--- config.mk ---
export PLATFORM = sky130hd
export DESIGN_NAME = operand_read_port_flat
export DESIGN_NICKNAME = d
export VERILOG_FILES = /design/src/rtl/operand_read_port_if.sv /design/src/rtl/operand_read_port.sv /design/src/flat_wrapper.sv
export SDC_FILE = /design/constraint.sdc
export NUM_CORES = 1
export LEC_CHECK = 0
export CAP_MARGIN = 20
export CORE_MARGIN = 2
export CORE_UTILIZATION = 43
export DETAILED_ROUTE_END_ITERATION = 10
export PLACE_DENSITY = 0.76
export SYNTH_ARGS = -nofsm -noshare
export SYNTH_HDL_FRONTEND = slang
export SYNTH_SLANG_ARGS = --single-unit
--- constraint.sdc ---
create_clock -name clk -period 1.25 [get_ports clk]
set_input_delay 0.1875 -clock clk [delete_from_list [all_inputs] [get_ports clk]]
set_output_delay 0.1875 -clock clk [all_outputs]
set_load 0.05 [all_outputs]
--- src/rtl/operand_read_port_if.sv ---
// operand_read_port_if: write-enable, read-handshake and display bus of the operand store
//  master (producer/consumer side): drives sel, wr_data, rd_req, rd_addr, rd_ready
//  slave  (operand_read_port):      drives rd_valid, rd_data, busy, sel_err, reg0_q, reg1_q
interface operand_read_port_if #(parameter int WIDTH = 4);
  logic [1:0]       sel;
  logic [WIDTH-1:0] wr_data;
  logic             rd_req;
  logic             rd_addr;
  logic             rd_ready;
  logic             rd_valid;
  logic [WIDTH-1:0] rd_data;
  logic             busy;
  logic             sel_err;
  logic [WIDTH-1:0] reg0_q;
  logic [WIDTH-1:0] reg1_q;
  modport master(output sel, wr_data, rd_req, rd_addr, rd_ready,
                 input rd_valid, rd_data, busy, sel_err, reg0_q, reg1_q);
  modport slave(input sel, wr_data, rd_req, rd_addr, rd_ready,
                output rd_valid, rd_data, busy, sel_err, reg0_q, reg1_q);
endinterface

--- src/rtl/operand_read_port.sv ---
// operand_read_port: two-entry operand store written by one-hot enables, read over valid/ready
//  clk  in  system clock, rising edge
//  rst  in  synchronous active-high reset
//  bus  slave modport: sel/wr_data write side, rd_req/rd_addr/rd_ready/rd_valid/rd_data
//       read handshake, busy, sticky sel_err, live reg0_q/reg1_q views
module operand_read_port #(parameter int WIDTH = 4) (
  input logic               clk,
  input logic               rst,
  operand_read_port_if.slave bus
);
  typedef enum logic [1:0] {IDLE, FETCH, PRESENT} state_t;
  state_t           r_state, w_next;
  logic [WIDTH-1:0] r_reg0, r_reg1, r_rd_data, w_fetch;
  logic             r_addr, r_rd_valid, r_sel_err, w_we0, w_we1;
  assign w_we0 = bus.sel == 2'b01;
  assign w_we1 = bus.sel == 2'b10;
  // a same-cycle legal write to the addressed register wins over the stored value
  assign w_fetch = r_addr ? (w_we1 ? bus.wr_data : r_reg1) : (w_we0 ? bus.wr_data : r_reg0);
  always_comb begin
    w_next = IDLE;
    w_next = (r_state == IDLE)    ? (bus.rd_req ? FETCH : IDLE) :
             (r_state == FETCH)   ? PRESENT :
             (r_state == PRESENT) ? (bus.rd_ready ? IDLE : PRESENT) : IDLE;
  end
  always_ff @(posedge clk) begin
    if (rst) begin
      r_state    <= IDLE;
      r_reg0     <= '0;
      r_reg1     <= '0;
      r_addr     <= 1'b0;
      r_rd_data  <= '0;
      r_rd_valid <= 1'b0;
      r_sel_err  <= 1'b0;
    end else begin
      r_state <= w_next;
      if (w_we0) r_reg0 <= bus.wr_data;
      if (w_we1) r_reg1 <= bus.wr_data;
      if (bus.sel == 2'b11) r_sel_err <= 1'b1;
      if (r_state == IDLE && bus.rd_req) r_addr <= bus.rd_addr;
      if (r_state == FETCH) begin
        r_rd_data  <= w_fetch;
        r_rd_valid <= 1'b1;
      end
      if (r_state == PRESENT && bus.rd_ready) r_rd_valid <= 1'b0;
    end
  end
  assign bus.rd_valid = r_rd_valid;
  assign bus.rd_data  = r_rd_data;
  assign bus.busy     = r_state != IDLE;
  assign bus.sel_err  = r_sel_err;
  assign bus.reg0_q   = r_reg0;
  assign bus.reg1_q   = r_reg1;
endmodule
--- src/flat_wrapper.sv ---
// flat-port wrapper written by rule: the top's interface ports become plain ports
module operand_read_port_flat 
#(parameter int WIDTH = 4)
  (clk, rst, bus_sel, bus_wr_data, bus_rd_req, bus_rd_addr, bus_rd_ready, bus_rd_valid, bus_rd_data, bus_busy, bus_sel_err, bus_reg0_q, bus_reg1_q);
  operand_read_port_if #(.WIDTH(WIDTH)) bus_i ();
  input logic clk;
  input logic rst;
  input wire logic [$bits(bus_i.sel)-1:0] bus_sel;
  input wire logic [$bits(bus_i.wr_data)-1:0] bus_wr_data;
  input wire logic [$bits(bus_i.rd_req)-1:0] bus_rd_req;
  input wire logic [$bits(bus_i.rd_addr)-1:0] bus_rd_addr;
  input wire logic [$bits(bus_i.rd_ready)-1:0] bus_rd_ready;
  output wire logic [$bits(bus_i.rd_valid)-1:0] bus_rd_valid;
  output wire logic [$bits(bus_i.rd_data)-1:0] bus_rd_data;
  output wire logic [$bits(bus_i.busy)-1:0] bus_busy;
  output wire logic [$bits(bus_i.sel_err)-1:0] bus_sel_err;
  output wire logic [$bits(bus_i.reg0_q)-1:0] bus_reg0_q;
  output wire logic [$bits(bus_i.reg1_q)-1:0] bus_reg1_q;
  assign bus_i.sel = bus_sel;
  assign bus_i.wr_data = bus_wr_data;
  assign bus_i.rd_req = bus_rd_req;
  assign bus_i.rd_addr = bus_rd_addr;
  assign bus_i.rd_ready = bus_rd_ready;
  assign bus_rd_valid = bus_i.rd_valid;
  assign bus_rd_data = bus_i.rd_data;
  assign bus_busy = bus_i.busy;
  assign bus_sel_err = bus_i.sel_err;
  assign bus_reg0_q = bus_i.reg0_q;
  assign bus_reg1_q = bus_i.reg1_q;
  operand_read_port #(.WIDTH(WIDTH)) u_core (.clk(clk), .rst(rst), .bus(bus_i));
endmodule
==> metrics <==
status complete, no violations; Max Fclk 852 MHz; Final Wtd Congestion 0.768; P_leak 0.000543 uW; Total GRT Usage 0.227; first-pass GRT wire length 3320 microns; 1st-iter DRT viols 13; CP Launch Type flop; # setup viols final 0; area delta synth->final 69.3%; syn_nets 94; Die Width 46.0 microns; Syn Std Cell Area 757 sq um; Routed WL 1950 microns; Final Hold Vio Count 0; worst r2r dst u_core.bus.rd_data[2]$_SDFFE_PP0N_; largest driver fanout on the critical path 3; dpl ws -0.292 ns; Hold Path Sink u_core.bus.sel_err$_SDFFE_PP0N_; # rows 15; starting density of the core 0.448; Via density 5.63; Cells after Synth 83; reg2reg setup slack 0.14 ns; Slew headroom 0.822; H-Tree Depth 1; FF-to-FF path depth 5; Period minus WS final 1.17 ns; number of distinct library cells after synthesis 23; CTS tree built; Vias 754; Tcrit/Tclk final 0.939; Clock Latency Late Sink 0.30 ns; port bufs 25; layout cell share with drive strength beyond 1 0.299; CP arrival 0.99 ns; Synth top cells by count dfxtp_1, nor2_1, mux2i_1, nand2_1, o21ai_1; CTS root buf clkbuf_4; Async SR Flop Fraction 0; Clock Skew 0.0135 ns; initial antenna violation count 0; die area 2110 sq um; CTS Buf Count 3; Most used DFF post-synth dfxtp_1; Worst Hold Path Cells 3; DRC 0; Finished Core Util 0.759; CP endpoint kind primary output; clock buffer depth 2; sequential share of the synthesized area 0.450; synth top area cells dfxtp_1, mux2i_1, nor2_1; Post-synth EDFFs 0; antenna-violating nets left 0; RSZ-0062 raised after global routing false; hold slack 0.231 ns; maximum VDD drop 0.000744 V; drt first pass iters 5; worst path required time 1.06 ns; antenna diode count 0; io pins 26; Max Cap Violations 0; post-synthesis register bit count 17; clock-pin slew on the worst setup and hold paths 0.10 ns; cts hold-fix bufs 0; PD cells 1000 nW/um^2; final net count 129; Hold Path Origin bus_sel[1]; syn avg cell area 9.12 sq um; top-count cell post-synth dfxtp_1; WL/cell 14.5 microns; Die Y 46.0 microns; yosys warns 0; leading area contributor after synthesis dfxtp_1; critical setup path kind flop to primary output; Worst Hold Class input port to flop; vias in the first global route 738; core area 1690 sq um; Slew @ Worst Pin 0.266 ns; worst flop-to-flop path startpoint u_core.r_state[0]$_SDFF_PP0_; GRT overflow 0; Final Max Slew Viols 0; Sum Neg Setup Slack 0 ns; largest net degree at the start of global routing 11; clk sink count 17; Yosys top cell area share 0.450; Final WS setup 0.0758 ns
## cells in the final DEF (no fill, tap or decap)
cell / instances
buf_12: 16
dfxtp_1: 15
nor2_1: 12
mux2i_1: 8
clkdlybuf4s50_1: 8
buf_4: 7
nand2_1: 6
o21ai_1: 5
o221ai_1: 4
o22ai_1: 4
o21ai_0: 4
o21a_1: 4
a21oi_1: 3
clkbuf_4: 3
nor2_4: 2
nand2b_1: 2
dlymetal6s2s_1: 2
inv_1: 1
nor2b_4: 1
nand2_4: 1
or2b_2: 1
nor2b_1: 1
nand3b_1: 1
nand3_1: 1
or3b_1: 1
clkinv_2: 1
buf_6: 1
dfxtp_4: 1
dfxtp_2: 1
## cell families (layout without fill, tap and decap cells)
logic type / after synthesis / count (layout) / share of synthesized area
and+or+nand+nor: 29 / 29 / 0.200
AOI/OAI and AO/OA: 24 / 24 / 0.198
DFF: 17 / 17 / 0.450
muxes: 8 / 8 / 0.106
buffers and inverters: 5 / 39 / 0.0463
## routing by layer
layer,vias to the layer above,GRT usage,share of wire
li1,363,-,-
met1,365,0.263,0.41
met2,22,0.381,0.53
met3,4,0.0635,0.044
met4,0,0.109,0.020
met5,-,0,0
## worst max-delay path: stages (launching register included)
cell and delay, ns:
dfxtp_4 0.38, nor2_4 0.10, inv_1 0.07, buf_12 0.14
## through the flow
step	instance area (sq um)	power, uW	instances
2_1_floorplan	757	791	83
3_3_place_gp	1210	979	128
3_5_place_dp	1210	988	128
4_1_cts	1250	1290	133
5_1_grt	1280	1360	134
6_report	1280	1280	134
## worst max-delay path by stage
stage / slack [ns] / depth (start not counted) / from / to
3_5_place_dp: -0.29 / 6 / bus_sel[1] / u_core.bus.rd_data[2]$_SDFFE_PP0N_
4_1_cts: 0.02 / 6 / bus_sel[1] / u_core.bus.rd_data[2]$_SDFFE_PP0N_
2_1_floorplan: 0.14 / 3 / u_core.bus.reg0_q[0]$_SDFF_PP0_ / u_core.bus.rd_data[0]$_SDFFE_PP0N_
5_1_grt: 0.01 / 3 / u_core.r_state[0]$_SDFF_PP0_ / bus_busy
6_report: 0.08 / 3 / u_core.r_state[0]$_SDFF_PP0_ / bus_busy
3_3_place_gp: -0.22 / 6 / bus_sel[1] / u_core.bus.rd_data[0]$_SDFFE_PP0N_
## state kept, by name (all words and copies together) (netlist names)
signal               cells
u_core.r_state           2
u_core.bus.reg0_q        4
u_core.bus.rd_data       4
u_core.r_addr            1
u_core.bus.rd_valid      1
u_core.bus.reg1_q        4
u_core.bus.sel_err       1
## repair_timing
action,in CTS,in global routing
gates resized for setup,1,8
setup endpoints to repair,1,5
setup buffers,1,1
pin swaps,1,0
## cell type report
cell class              instances  area, sq um
fillers                       121          408
multi-input cells              61          394
inverters                       1         3.75
well taps                      17         21.3
flip-flops and latches         17          345
clock inverters                 1         5.00
repair buffers                 34          489
clock buffers                   3         22.5
## power by group
group          leakage [uW]  switching [uW]  internal, uW
sequential         0.000140            35.6           570
clock             0.0000177             172           119
combinational      0.000385             189           197
Power figures use the tool's default switching activity.
